===== src/rtl/rv_elastic_fifo_pkg.sv =====
// Shared helpers for the elastic FIFO slice.
// No timing of its own; elaboration-time helpers only.
// No handshake; nothing to backpressure.
package rv_elastic_fifo_pkg;

   // True when v is a positive power of two.
   function automatic bit is_pow2(input int v);
      return (v > 0) && ((v & (v - 1)) == 0);
   endfunction

endpackage


===== src/rtl/rv_elastic_fifo_if.sv =====
// Generic valid/ready handshake bundle shared by producer and consumer.
// Combinational wires only; adds no latency.
// Sender holds valid/data until ready is seen high at a clock edge.
interface rv_if #(
   parameter int DW = 32
);
   logic          valid;
   logic [DW-1:0] data;
   logic          ready;

   // Receiving side: samples valid/data, drives ready.
   modport RX (input valid, input data, output ready);
   // Transmitting side: drives valid/data, samples ready.
   modport TX (output valid, output data, input ready);
endinterface


===== src/rtl/rv_elastic_fifo_mem.sv =====
// DEPTH x DW register array, one synchronous write port, asynchronous read.
// Write visible on rdata the cycle after we; read is combinational.
// No handshake; the owner decides when to write. Contents are never reset.
module rv_fifo_mem #(
   parameter int DW    = 32,
   parameter int DEPTH = 4,
   parameter int AW    = $clog2(DEPTH)
) (
   input  logic          clk,
   input  logic          we,
   input  logic [AW-1:0] waddr,
   input  logic [DW-1:0] wdata,
   input  logic [AW-1:0] raddr,
   output logic [DW-1:0] rdata
);

   logic [DW-1:0] mem_q [DEPTH];
   logic [DW-1:0] mem_d [DEPTH];

   // Next array contents: only the addressed entry changes on a write.
   always_comb begin
      mem_d = mem_q;
      if (we) begin
         mem_d[waddr] = wdata;
      end
   end

   // Storage register; deliberately without reset.
   always_ff @(posedge clk) begin
      mem_q <= mem_d;
   end

   assign rdata = mem_q[raddr];

endmodule


===== src/rtl/rv_elastic_fifo.sv =====
// Valid/ready elastic FIFO with flush, occupancy count and high-water mark.
// Latency 1 cycle (PASSTHRU=0), 0 cycles when PASSTHRU=1 and empty.
// in.ready depends only on full/flush/rst, never on out.ready; full refuses input.
module rv_elastic_fifo
   import rv_elastic_fifo_pkg::*;
#(
   parameter int DW       = 32,
   parameter int DEPTH    = 4,
   parameter bit PASSTHRU = 1'b0,
   parameter int CW       = $clog2(DEPTH + 1)
) (
   input  logic          clk,
   input  logic          rst,
   input  logic          flush,
   rv_if.RX              in,
   rv_if.TX              out,
   output logic [CW-1:0] count,
   output logic          full,
   output logic          empty,
   output logic [CW-1:0] hwm
);

   localparam int AW = $clog2(DEPTH);

   // Pointer wrap relies on DEPTH being a power of two.
   if (!is_pow2(DEPTH) || DEPTH < 2) begin : g_bad_depth
      $error("rv_elastic_fifo: DEPTH must be a power of two and >= 2");
   end

   logic [AW-1:0] wr_ptr_q, wr_ptr_d;
   logic [AW-1:0] rd_ptr_q, rd_ptr_d;
   logic [CW-1:0] count_q, count_d;
   logic [CW-1:0] hwm_q, hwm_d;
   logic [DW-1:0] rdata;
   logic          in_rdy, out_vld;
   logic [DW-1:0] out_dat;
   logic          bypass, enq, deq, bypass_take, wr_en, rd_en;

   // Handshake, bypass selection and qualified read/write strobes.
   always_comb begin
      full   = (count_q == CW'(DEPTH));
      empty  = (count_q == '0);
      bypass = PASSTHRU && empty;
      in_rdy = !full && !flush && !rst;
      if (bypass) begin
         // Gate with flush/rst so the consumer never takes a beat the producer did not hand over.
         out_vld = in.valid && !flush && !rst;
         out_dat = in.data;
      end else begin
         out_vld = !empty && !flush;
         out_dat = rdata;
      end
      enq         = in.valid && in_rdy;
      deq         = out_vld && out.ready;
      bypass_take = bypass && enq && out.ready;
      wr_en       = enq && !bypass_take;
      rd_en       = deq && !bypass_take;
   end

   // Next pointers, occupancy and high-water mark; flush clears all of them.
   always_comb begin
      wr_ptr_d = wr_ptr_q;
      rd_ptr_d = rd_ptr_q;
      count_d  = count_q;
      hwm_d    = hwm_q;
      if (flush) begin
         wr_ptr_d = '0;
         rd_ptr_d = '0;
         count_d  = '0;
         hwm_d    = '0;
      end else begin
         if (wr_en) wr_ptr_d = wr_ptr_q + AW'(1);
         if (rd_en) rd_ptr_d = rd_ptr_q + AW'(1);
         count_d = count_q + CW'(wr_en) - CW'(rd_en);
         if (count_d > hwm_q) hwm_d = count_d;
      end
   end

   // Control state registers with synchronous reset.
   always_ff @(posedge clk) begin
      if (rst) begin
         wr_ptr_q <= '0;
         rd_ptr_q <= '0;
         count_q  <= '0;
         hwm_q    <= '0;
      end else begin
         wr_ptr_q <= wr_ptr_d;
         rd_ptr_q <= rd_ptr_d;
         count_q  <= count_d;
         hwm_q    <= hwm_d;
      end
   end

   rv_fifo_mem #(
      .DW    (DW),
      .DEPTH (DEPTH),
      .AW    (AW)
   ) u_mem (
      .clk   (clk),
      .we    (wr_en),
      .waddr (wr_ptr_q),
      .wdata (in.data),
      .raddr (rd_ptr_q),
      .rdata (rdata)
   );

   assign in.ready  = in_rdy;
   assign out.valid = out_vld;
   assign out.data  = out_dat;
   assign count     = count_q;
   assign hwm       = hwm_q;

endmodule


===== src/flat_wrapper.sv =====
// flat-port wrapper written by rule: the top's interface ports become plain ports
module rv_elastic_fifo_flat import rv_elastic_fifo_pkg::*;
#(
   parameter int DW       = 32,
   parameter int DEPTH    = 4,
   parameter bit PASSTHRU = 1'b0,
   parameter int CW       = $clog2(DEPTH + 1)
)
  (clk, rst, flush, count, full, empty, hwm, in_valid, in_data, in_ready, out_valid, out_data, out_ready);
  rv_if #(.DW(DW)) in_i ();
  rv_if #(.DW(DW)) out_i ();
  input  logic clk;
  input  logic rst;
  input  logic flush;
  output logic [CW-1:0] count;
  output logic full;
  output logic empty;
  output logic [CW-1:0] hwm;
  input wire logic [$bits(in_i.valid)-1:0] in_valid;
  input wire logic [$bits(in_i.data)-1:0] in_data;
  output wire logic [$bits(in_i.ready)-1:0] in_ready;
  output wire logic [$bits(out_i.valid)-1:0] out_valid;
  output wire logic [$bits(out_i.data)-1:0] out_data;
  input wire logic [$bits(out_i.ready)-1:0] out_ready;
  assign in_i.valid = in_valid;
  assign in_i.data = in_data;
  assign in_ready = in_i.ready;
  assign out_valid = out_i.valid;
  assign out_data = out_i.data;
  assign out_i.ready = out_ready;
  rv_elastic_fifo #(.DW(DW), .DEPTH(DEPTH), .PASSTHRU(PASSTHRU), .CW(CW)) u_core (.clk(clk), .rst(rst), .flush(flush), .in(in_i), .out(out_i), .count(count), .full(full), .empty(empty), .hwm(hwm));
endmodule

===== config.mk =====
export PLATFORM = sky130hd
export DESIGN_NAME = rv_elastic_fifo_flat
export DESIGN_NICKNAME = d
export VERILOG_FILES = /design/src/rtl/rv_elastic_fifo_pkg.sv /design/src/rtl/rv_elastic_fifo_if.sv /design/src/rtl/rv_elastic_fifo_mem.sv /design/src/rtl/rv_elastic_fifo.sv /design/src/flat_wrapper.sv
export SDC_FILE = /design/constraint.sdc
export NUM_CORES = 1
export LEC_CHECK = 0
export BUFFER_PORTS_ARGS = -buffer_cell sky130_fd_sc_hd__buf_2
export CAP_MARGIN = 0
export CORE_AREA = 2 2 128 99
export DETAILED_ROUTE_END_ITERATION = 8
export DIE_AREA = 0 0 130 101
export SKIP_LAST_GASP = 1
export SYNTH_ARGS = -nofsm -noshare
export SYNTH_HDL_FRONTEND = slang
export SYNTH_HIERARCHICAL = 1
export SYNTH_SLANG_ARGS = --single-unit
export TNS_END_PERCENT = 100

===== constraint.sdc =====
create_clock -name clk -period 4.05 [get_ports clk]
set_input_delay 0.405 -clock clk [delete_from_list [all_inputs] [get_ports clk]]
set_output_delay 0.405 -clock clk [all_outputs]
set_load 0.05 [all_outputs]

# Word level (Yosys, flattened, before mapping)
# Cells that the tools add are included.
# op_classes
n_addsub,4
order_cmp,4
n_eq_ne,1
muxes,6
n_bitwise,2
reduce_logical,12
# op_table
operator,count
bitwise mux 128 bit,1
2-to-1 mux 32 bit,3
binary-select mux 32 bit (select 2 bit),1
demux 32 bit (select 2 bit),1
greater-or-equal comparator 3 bit (second input constant),2
logical AND 1 bit,6
inverter 2 -> 3 bit,2
adder 2 x 1 -> 2 bit (second input constant),2
logical NOT 1 bit,4
adder 3 x 1 -> 3 bit,1
== test 3 bit (second input constant),1
greater-than comparator 3 bit,1
logical NOT 3 bit,1
less-than comparator 3 x 1 -> 1 bit (second input constant),1
subtractor 3 x 1 -> 3 bit,1
OR reduction 2 bit,1
# totals
ff_bits,138
in_bits,37
output_inout_bits,42
elab_cells,37

# Longest topological paths before layout
# Gate-level depths: netlist of run 1.
# depth
depth_word,8
depth_mapped,13
ltp_nobuf,13

# Cells and area by module
# The synthesis of run 1 kept the hierarchy.
# by_module_without_submodules
module,n_inst,cells_each,area_per_inst_um2,seq_area_each_um2
rv_fifo_mem,1,171,4689.5,3843.7
rv_elastic_fifo,1,64,570.5,200.2

# Worst setup path before layout of run 1
# Ideal clock, no wire load.
# synth_timing
path_type,reg-to-reg
start,"register u_core.count_q[1], in the netlist u_core/count[1]"
end,register u_core/u_mem/mem_q[100] (netlist name) (enable)
setup_time_ps,468
t_arrival_ps,3514
required_time_ps,3582
setup_slack_ps,68
path_stages_with_launch,5
path_buffers,0
synth_period_minus_slack_ps,3982
path_cell_list,dfxtp_1 -> or3b_4 -> nand3_1 -> inv_1 -> nor3b_1
# synth_via
elab_chain_cells,5
# synth_lines
item,line,source
"start, declared",rv_elastic_fifo.sv:32,"logic [CW-1:0] count_q, count_d;"
"start signal, assigned",rv_elastic_fifo.sv:89,count_q <= count_d;
== test 3 bit,rv_elastic_fifo.sv:41,full = (count_q == CW'(DEPTH));
logical NOT 1 bit,rv_elastic_fifo.sv:44,in_rdy = !full && !flush && !rst;
logical AND 1 bit (2 in a row),rv_elastic_fifo.sv:44,
logical AND 1 bit,rv_elastic_fifo.sv:53,enq = in.valid && in_rdy;
named net u_core.enq,rv_elastic_fifo.sv:37,"logic bypass, enq, deq, bypass_take, wr_en, rd_en;"
"end signal, assigned",rv_elastic_fifo_mem.sv:30,mem_q <= mem_d;
"end, declared",rv_elastic_fifo_mem.sv:17,logic [DW-1:0] mem_q [DEPTH];
# The timed path passes the listed nets, and every way through them passes these cells.
# A chain may end at the register's enable or synchronous reset.

# Worst setup path after layout of run 1
# layout_timing
start,"register u_core.count_q[1], in the netlist u_core/count[1]"
end,"register u_core.hwm_q[0], in the netlist u_core/hwm[0]"
# layout_via
word_cells_on_any_way,12
classes_between,add/sub: 2; order compare: 1; eq/ne: 1; reduce/logical: 8
# layout_rtl
item,line,source
logical NOT 3 bit (*),rv_elastic_fifo.sv:42,empty = (count_q == '0);
logical NOT 1 bit (*),rv_elastic_fifo.sv:50,out_vld = !empty && !flush;
logical AND 1 bit (*),rv_elastic_fifo.sv:50,
logical AND 1 bit (*),rv_elastic_fifo.sv:54,deq = out_vld && out.ready;
named net u_core.deq,rv_elastic_fifo.sv:37,
subtractor 3 x 1 -> 3 bit (*),rv_elastic_fifo.sv:74,count_d = count_q + CW'(wr_en) - CW'(rd_en);
greater-than comparator 3 bit,rv_elastic_fifo.sv:75,if (count_d > hwm_q) hwm_d = count_d;
"end signal, assigned",rv_elastic_fifo.sv:90,hwm_q <= hwm_d;
"end, declared",rv_elastic_fifo.sv:33,"logic [CW-1:0] hwm_q, hwm_d;"
# The timed path passes the listed nets; every way through them passes the cells marked *.

==> summary.md, run 1 <==
| Metric | Value |
|---|---|
| Area grow syn2layout | 19.9% |
| Relative slew slack | 0.386 |
| Routed wire length | around 9200 µm |
| Critical path type | reg -> reg |
| Die width | 130 µm |
| Initial antenna violation count | 0 |
| Post-DP Area | 0.00581 mm² |
| Critical Path End Type | flop |
| Initial Util | 0.440 |
| Max Slew Vio Count | 0 |
| Worst path cell trace | nor3_2 > nor3b_2 > ha_1 > inv_1 > ha_1 > fa_1 > xnor2_1 > xnor2_1 > inv_1 > ha_1 > nand3_1 > a21boi_1 > mux2i_1 |
| Final Instance Count excl. Fillers | between 500 and 600 |
| Critical path startpoint category | flop |
| Antenna Violating Nets Remaining | 0 |
| Vias | ~2500 |
| Slew @ Worst Pin | just over 0.9 ns |
| Die ar. | approximately 0.013 mm² |
| DR pass1 iterations | 4 |
| DIE HEIGHT | between 100 and 150 µm |
| Top FF cell, synth | edfxtp_1 |
| Setup TNS | 0 ns |
| Routed wire per std cell | approximately 18 µm |
| Postcts setup bufs | 0 |
| Site row count | 35 |
| Critical path fanouts, max | 5 |
| Setup violators final | 0 |
| Power Density | 478 mW/mm² |
| CP arrival | ~3.7 ns |
| Gr usage total | 0.151 |
| Final Worst Setup Slack | about 0.73 ns |
| Worst skew pair latency | 0.40 ns |
| Worst vdd ir | 254 µV |
| Cts repair resizes | 0 |
| Post-Synthesis Cell Area | about 0.0053 mm² |
| HPWL Detailed | roughly 5400 µm |
| Hold Path Class | in -> reg |
| Htree depth | 4 |
| CORE AREA | ~0.012 mm² |
| Fmax | ~0.3 GHz |
| Synth top area share | 0.731 |
| Period utilization | 0.820 |
| Mapped Nets | around 280 |
| Count leader, synth | edfxtp_1 |
| CTS buffer count | 17 |
| CP delay by family, top | adder cells |
| Gr ovfl total | 0 |
| Root Buffer Master | clkbuf_16 |
| Critical path required time | 4.38 ns |
| Layout cell share with drive strength beyond 1 | 0.437 |
| Worst-path clk slew | ~0.06 ns |
| Largest cells by area after synthesis | edfxtp_1 73%, mux4_2 13%, dfxtp_1 3.8% |
| Antenna cell count | 0 |
| Final #Nets | 370 |
| Post-synth top area cell | edfxtp_1 |
| Crit-path most repeated cell | ha_1 |
| Clock Skews | slightly below 0.008 ns |
| Synth warn | 6 |
| Max Cap Violations | 0 |
| Post-synthesis cell count | 235 |
| IO Count | 79 |
| Mapped Avg Cell Area | around 22 µm² |
| Cell variety after synth | 30 |
| CTS tree | done |
| Synth cell count leaders | 128 x edfxtp_1, 30 x mux4_2, 12 x inv_1 |
| DRC Markers | 0 |
| Synth async-reset ratio | 0 |
| Flops & latches, synth | around 140 |
| Finished Cell Area | between 0.006 and 0.007 mm² |
| Number of synthesized flops with an enable pin | around 130 |
| Vias in the first global route | around 2700 |
| Clk sinks | ~140 |
| Slowest cell on crit path | nor3_2 |
| Final hold vios | 0 |
| Largest net degree at the start of global routing | 34 |
| Status | completed |
| First-pass GRT wire length | about 14000 µm |
| Number of DRC violations after detailed-routing iteration 0 | between 150 and 200 |
| Post-Place Setup Slack | approximately 0.51 ns |
| Tmin final | between 3 and 4 ns |
| CP max stage delay | ~0.4 ns |
| Port Buffer Count | 78 |
| Sequential cell area fraction in the yosys report | 0.769 |
| Placed cell count | between 400 and 500 |
| Leakage | roughly 0.0022 µW |
| Cts-stage hold buffer count | 0 |
| Max Root-Sink Buffers | 2 |
| Worst Path Buf+Inv | 2 |
| Number of filler cells placed in the layout | ~970 |
| Via/cell ratio | 5.00 |
| Post-layout util | 0.528 |
| RSZ-0062 raised after global routing | false |
| Final estimated routing congestion in global placement | roughly 0.77 |
==> routing by layer <==
layer	wire, µm	track usage
met1	4260	0.205
met2	4340	0.232
met3	530	0.0419
met4	97	0.0637
met5	0	0
==> final timing paths <==
kind                        start                      to  slack (ns)  cells after the start
setup / recovery  u_core/count[1]           u_core/hwm[0]        0.73                     13
hold / removal        in_data[11]  u_core/u_mem/mem_q[43]        0.22                      1
setup reg to reg  u_core/count[1]           u_core/hwm[0]        0.73                     13
hold reg to reg     u_core/hwm[1]           u_core/hwm[1]        0.49                      2
==> registers in the layout, summed over array words and instances, names as in the netlist <==
name,flops
u_core/u_mem/mem_q,128
u_core/rd_ptr_q,2
u_core/wr_ptr_q,2
u_core/hwm,3
u_core/count,3
==> cells by family (layout without fill, tap and decap cells) <==
kind of cell | after synthesis | in the layout | synth area share
DFF | 138 | 138 | 0.769
AOI/OAI and AO/OA | 4 | 4 | 0.00476
muxes | 34 | 34 | 0.142
adders and majority gates | 6 | 6 | 0.0157
xor gates and xnor gates | 6 | 6 | 0.00999
buffers and inverters | 20 | 124 | 0.0257
and+or+nand+nor | 27 | 27 | 0.0328
==> stage by stage <==
step | hold slack (ns) | total power [µW]
6_report | 0.215 | 3020
5_1_grt | 0.211 | 3130
4_1_cts | 0.202 | 3050
3_5_place_dp | 0.486 | 1760
3_3_place_gp | 0.477 | 1750
2_1_floorplan | 0.504 | 1700
==> cell type report <==
class	instances	area (µm²)	share of cell area
Clock buffer	20	437	0.0692
Clock inverter	11	57.6	0.00912
Inverter	12	45.0	0.00714
Multi-Input combinational cell	77	1090	0.173
Sequential cell	138	4050	0.641
Tap cell	166	208	0.0329
Timing Repair Buffer	81	425	0.0674
==> cell usage in the layout, fill, tap and decap left out, drive strengths merged, types with 2 or more instances in the layout <==
cell type  instances
mux2i              2
o21ai              2
clkinv             9
and3               2
edfxtp           128
mux4              32
xnor2              4
dfxtp             10
buf               81
clkinvlp           2
nand2              5
clkbuf            20
inv               12
xor2               2
and3b              2
nand3              3
ha                 5
nor2               8
nor3b              2
==> report_power, final <==
group	switching, µW	internal, µW	leakage [µW]	total, µW
sequential	6.07	1580	0.00124	1580
clock	529	764	0.000244	1290
combinational	97.5	46.7	0.000723	144
No activity file was read; power rests on OpenSTA's default activity.
==> inputs of run 2 (changes only) <==
--- a/config.mk
+++ b/config.mk
@@ -10,6 +10,7 @@
 export CORE_AREA = 2 2 128 99
 export DETAILED_ROUTE_END_ITERATION = 8
 export DIE_AREA = 0 0 130 101
+export PLACE_DENSITY = 0.67
 export SKIP_LAST_GASP = 1
 export SYNTH_ARGS = -nofsm -noshare
 export SYNTH_HDL_FRONTEND = slang
==> constraint.sdc (replaced) <==
create_clock -name clk -period 2.9 [get_ports clk]
set_input_delay 0.29 -clock clk [delete_from_list [all_inputs] [get_ports clk]]
set_output_delay 0.29 -clock clk [all_outputs]
set_load 0.05 [all_outputs]
==> summary.md, run 2 (synthesized netlist as in run 1, its figures left out) <==
| Metric | Value |
|---|---|
| Vias | 2540 (+0.63%) |
| CORE AREA | 0.0120 mm² (unchanged) |
| Register-to-register setup slack | 0.08 ns (-0.65 ns) |
| Worst-path clk slew | 0.06 ns (about the same) |
| Antenna Violating Nets Remaining | 0 (unchanged) |
| Worst Path Buf+Inv | 2 (unchanged) |
| Routed wire length | 9440 µm (+2.3%) |
| Max Slew Vio Count | 0 (unchanged) |
| WHS | 0.0952 ns (-0.120 ns) |
| Final Instance Count excl. Fillers | 517 (+2.4%) |
| Hold Path Class | in -> reg |
| IO Count | 79 (unchanged) |
| Port Buffer Count | 78 (unchanged) |
| Max FFs per register | 128 (unchanged) |
| Crit-path most repeated cell | xnor2_2 |
| Critical path required time | 3.22 ns (-1.16 ns) |
| Largest net degree at the start of global routing | 24 (-29%) |
| Final Worst Setup Slack | 0.0824 ns (-0.646 ns) |
| Clk sinks | 138 (unchanged) |
| Critical Path End Type | flop |
| Setup violators final | 0 (unchanged) |
| Worst vdd ir | 547 µV (+110%) |
| Final #Nets | 381 (+3.0%) |
| Tmin final | 2.82 ns (-0.504 ns) |
| Area grow syn2layout | 25.5% |
| Number of DRC violations after detailed-routing iteration 0 | 168 (unchanged) |
| Placed cell count | 484 (+2.1%) |
| Die ar. | 0.0131 mm² (unchanged) |
| Site row count | 35 (unchanged) |
| Largest Register | u_core/u_mem/mem_q |
| Period utilization | 0.972 (+0.151) |
| Gr usage total | 0.153 (+0.00221) |
| Number of filler cells placed in the layout | 923 (-4.4%) |
| Initial antenna violation count | 1 (+1) |
| Cts-stage hold buffer count | 0 (unchanged) |
| Max Root-Sink Buffers | 2 (unchanged) |
| Gr ovfl total | 0 (unchanged) |
| DRC Markers | 0 (unchanged) |
| Clock Skews | 0.00817 ns (+0.000445 ns) |
| Htree depth | 4 (unchanged) |
| Critical path fanouts, max | 5 (unchanged) |
| Final hold vios | 0 (unchanged) |
| DR pass1 iterations | 5 (+1) |
| Final estimated routing congestion in global placement | 0.789 (+2.5%) |
| Antenna cell count | 0 (unchanged) |
| Root Buffer Master | clkbuf_16 |
| Worst path cell trace | or3b_4 > nand3_2 > ha_1 > inv_1 > ha_2 > fa_2 > xnor2_2 > xnor2_2 > inv_2 > ha_4 > o21ai_4 > and3_1 > a211oi_1 |
| Commonest cells after routing, fill and taps aside | 128 x edfxtp_1, 78 x buf_2, 30 x mux4_2 |
| CP max stage delay | 0.43 ns (+0.03 ns) |
| Layout cell share with drive strength beyond 1 | 0.501 (+0.0648) |
| CTS buffer count | 17 (unchanged) |
| First-pass GRT wire length | 14300 µm (-0.44%) |
| CP arrival | 3.14 ns (-0.51 ns) |
| Status | completed |
| CTS tree | done |
| Vias in the first global route | 2672 (+0.30%) |
| CP delay by family, top | adder cells |
| Fmax | 0.355 GHz (+18%) |
| Worst skew pair latency | 0.40 ns (about the same) |
| Relative slew slack | 0.573 (+0.187) |
| Initial Util | 0.440 (unchanged) |
| Post-Place Setup Slack | 0.0191 ns (-0.493 ns) |
| Leakage | 0.00233 µW (+5.8%) |
| HPWL Detailed | 5960 µm (+9.7%) |
| Slew @ Worst Pin | 0.641 ns (-0.281 ns) |
| Max Cap Violations | 0 (unchanged) |
| Critical path type | reg -> reg |
| Via/cell ratio | 4.91 (-1.7%) |
| Slowest cell on crit path | or3b_4 |
| DIE HEIGHT | 101 µm (unchanged) |
| Power Density | 682 mW/mm² (+42%) |
| Commonest non-fill, non-tap cell in the layout | edfxtp_1 |
| Routed wire per std cell | 18.3 µm (about the same) |
| Critical path startpoint category | flop |
| Die width | 130 µm (unchanged) |
==> run 2: changes by cell type in the layout (fill, tap and decap cells not counted), sizes merged <==
cell / previous run / this run
clkinvlp: 2 / 1
clkinv: 9 / 7
inv: 12 / 15
buf: 81 / 92
bufinv: 0 / 2
clkbuf: 20 / 19
==> run 2: power by group <==
| group | switching, µW | total (µW) | internal, µW |
|---|---|---|---|
| clock | 797 | 2070 | 1270 |
| combinational | 145 | 225 | 80.1 |
| sequential | 8.82 | 2210 | 2200 |
==> run 2: through the flow <==
step                      area, µm²  TNS [ns]   util  power, µW
final                          6600         0  0.552       4500
after global placement         6000         0  0.502       2460
after floorplan                5330    -0.872      -       2390
after global routing           6600  -0.00868  0.552       4660
after detailed placement       6000         0  0.502       2470
after CTS                      6570         0  0.550       4550
==> run 2: path summary, 6_finish.rpt <==
path | startpoint | to | cells past startpoint
max | u_core/count[1] | u_core/hwm[2] | 13
max reg2reg | u_core/count[1] | u_core/hwm[2] | 13
min reg2reg | u_core/hwm[0] | u_core/hwm[0] | 2
min | in_data[0] | u_core/u_mem/mem_q[32] | 1
==> run 2: area by class of cell <==
cell class                 count  area, µm²  share of cell area
clock inverter                13        144              0.0218
sequential                   138       4060               0.615
tap                          166        208              0.0315
timing repair buffer          92        546              0.0826
inverter                      12       45.0             0.00682
multi-input combinational     77       1170               0.177
clock buffer                  19        433              0.0656
==> run 2: layer usage <==
layer	track usage	vias up	part of all wire
met1	0.195	1295	0.43
li1	-	1169	-
met2	0.242	64	0.50
met4	0.0571	2	0.010
met5	0	-	0.0012
met3	0.0573	10	0.055
==> run 2: repair_timing <==
item,4_1_cts,5_1_grt
setup endpoints to repair,0,3
gates resized for setup,0,6
buffers inserted,0,1
==> inputs of run 3 (changes only) <==
--- a/config.mk
+++ b/config.mk
@@ -8,9 +8,10 @@
 export BUFFER_PORTS_ARGS = -buffer_cell sky130_fd_sc_hd__buf_2
 export CAP_MARGIN = 0
 export CORE_AREA = 2 2 128 99
+export CTS_CLUSTER_SIZE = 10
 export DETAILED_ROUTE_END_ITERATION = 8
 export DIE_AREA = 0 0 130 101
-export PLACE_DENSITY = 0.67
+export PLACE_DENSITY = 0.7
 export SKIP_LAST_GASP = 1
 export SYNTH_ARGS = -nofsm -noshare
 export SYNTH_HDL_FRONTEND = slang
==> summary.md, run 3 (synthesized netlist as in run 1, its figures left out) <==
| Metric | Value |
|---|---|
| Die width | 130 µm (unchanged) |
| Max Cap Violations | 0 (unchanged) |
| Number of DRC violations after detailed-routing iteration 0 | 118 (-30%) |
| Antenna Violating Nets Remaining | 0 (unchanged) |
| Initial antenna violation count | 0 (-1) |
| Port Buffer Count | 78 (unchanged) |
| Number of filler cells placed in the layout | 909 (-1.5%) |
| CP max stage delay | 0.44 ns (about the same) |
| CP delay by family, top | adder cells |
| CTS tree | done |
| Slowest cell on crit path | or3b_4 |
| Initial Util | 0.440 (unchanged) |
| Crit-path most repeated cell | ha_4 |
| Area grow syn2layout | 26.6% |
| Layout cell share with drive strength beyond 1 | 0.501 (about the same) |
| Critical Path End Type | flop |
| Die ar. | 0.0131 mm² (unchanged) |
| Worst skew pair latency | 0.41 ns (about the same) |
| Routed wire length | 9390 µm (-0.54%) |
| Tmin final | 2.81 ns (-0.0106 ns) |
| Critical path fanouts, max | 5 (unchanged) |
| Via/cell ratio | 4.99 (+1.5%) |
| CORE AREA | 0.0120 mm² (unchanged) |
| Final #Nets | 380 (-0.26%) |
| Root Buffer Master | clkbuf_16 |
| Worst path cell trace | or3b_4 > nand3_4 > ha_4 > inv_2 > ha_4 > fa_2 > xnor2_2 > xnor2_1 > inv_1 > ha_4 > o21ai_4 > a21boi_4 > mux2i_1 |
| Gr ovfl total | 0 (unchanged) |
| CP arrival | 3.15 ns (about the same) |
| Hold Path Class | in -> reg |
| Relative slew slack | 0.585 (+0.0126) |
| DRC Markers | 0 (unchanged) |
| Period utilization | 0.968 (-0.00367) |
| Worst-path clk slew | 0.06 ns (about the same) |
| Slew @ Worst Pin | 0.621 ns (-0.0195 ns) |
| Routed wire per std cell | 18.2 µm (-0.15%) |
| Max Root-Sink Buffers | 2 (unchanged) |
| Critical path startpoint category | flop |
| Htree depth | 4 (unchanged) |
| Register-to-register setup slack | 0.09 ns (about the same) |
| RSZ-0062 raised after global routing | true |
| IO Count | 79 (unchanged) |
| Final Instance Count excl. Fillers | 515 (-0.39%) |
| Final estimated routing congestion in global placement | 0.740 (-6.3%) |
| Largest Register | u_core/u_mem/mem_q |
| Vias in the first global route | 2730 (+2.2%) |
| Fmax | 0.356 GHz (+0.38%) |
| DR pass1 iterations | 4 (-1) |
| Max Slew Vio Count | 0 (unchanged) |
| Critical path required time | 3.24 ns (+0.02 ns) |
| Worst Path Buf+Inv | 2 (unchanged) |
| Clock Skews | 0.00959 ns (+0.00142 ns) |
| Placed cell count | 483 (-0.21%) |
| Max FFs per register | 128 (unchanged) |
| Commonest non-fill, non-tap cell in the layout | edfxtp_1 |
| Cts-stage hold buffer count | 0 (unchanged) |
| Status | completed |
| Antenna cell count | 0 (unchanged) |
| Gr usage total | 0.156 (+0.00276) |
| Leakage | 0.00234 µW (+0.38%) |
| Site row count | 35 (unchanged) |
| First-pass GRT wire length | 14600 µm (+2.0%) |
| Worst vdd ir | 576 µV (+5.4%) |
| Commonest cells after routing, fill and taps aside | 128 x edfxtp_1, 78 x buf_2, 30 x mux4_2 |
| Final hold vios | 0 (unchanged) |
| Vias | 2569 (+1.1%) |
| Critical path type | reg -> reg |
| Largest net degree at the start of global routing | 25 (+4.2%) |
| HPWL Detailed | 6030 µm (+1.2%) |
| DIE HEIGHT | 101 µm (unchanged) |
| Post-Place Setup Slack | 0.0260 ns (+0.00687 ns) |
| CTS buffer count | 17 (unchanged) |
| Power Density | 706 mW/mm² (+3.6%) |
| Setup violators final | 0 (unchanged) |
| Final Worst Setup Slack | 0.0930 ns (+0.0106 ns) |
| Post-layout util | 0.557 (+0.00492) |
| WHS | 0.0937 ns (-0.00145 ns) |
| Clk sinks | 138 (unchanged) |
## run 3: cell types whose count changed in the layout (fill, tap and decap cells not counted), sizes merged
cell	before	now
buf	92	91
bufinv	2	5
clkbuf	19	17
clkinv	7	5
clkinvlp	1	3
inv	15	13
## run 3: worst paths after layout
check / from / endpoint / depth (start not counted)
max: u_core/count[1] / u_core/hwm[0] / 13
min: in_data[3] / u_core/u_mem/mem_q[67] / 1
max reg2reg: u_core/count[1] / u_core/hwm[0] / 13
min reg2reg: u_core/hwm[0] / u_core/hwm[0] / 2
## run 3: per-layer routing
layer / part of all wire / wire length, µm / up-vias / track usage
met3: 0.057 / 537 / 11 / 0.0579
met2: 0.49 / 4580 / 71 / 0.238
met5: 0 / 0 / - / 0
met4: 0.014 / 129 / 0 / 0.0629
li1: - / - / 1161 / -
met1: 0.44 / 4140 / 1326 / 0.205
## run 3: through the flow
| step | cell area (µm²) | power [µW] | setup TNS (ns) |
|---|---|---|---|
| after floorplan | 5330 | 2390 | -0.872 |
| after global placement | 5980 | 2460 | 0 |
| after detailed placement | 5980 | 2470 | 0 |
| after CTS | 6600 | 4740 | 0 |
| after global routing | 6660 | 4850 | -0.0816 |
| final | 6660 | 4700 | 0 |
## run 3: what timing repair did
item | CTS | global route
setup endpoints to repair | 0 | 3
buffers inserted | 0 | 1
gates resized for setup | 0 | 9
## run 3: report_power, final
group / switching (µW) / total (µW) / internal (µW)
Combinational: 146 / 227 / 80.7
Clock: 760 / 2270 / 1510
Sequential: 9.17 / 2210 / 2200
Total: 916 / 4700 / 3790
## run 3: area by class of cell
class	instances	area, µm²	share of cell area
sequential	138	4060	0.609
multi-input combinational	77	1200	0.180
clock inverter	14	203	0.0304
inverter	12	45.0	0.00676
clock buffer	17	425	0.0639
timing repair buffer	91	526	0.0789
tap	166	208	0.0312
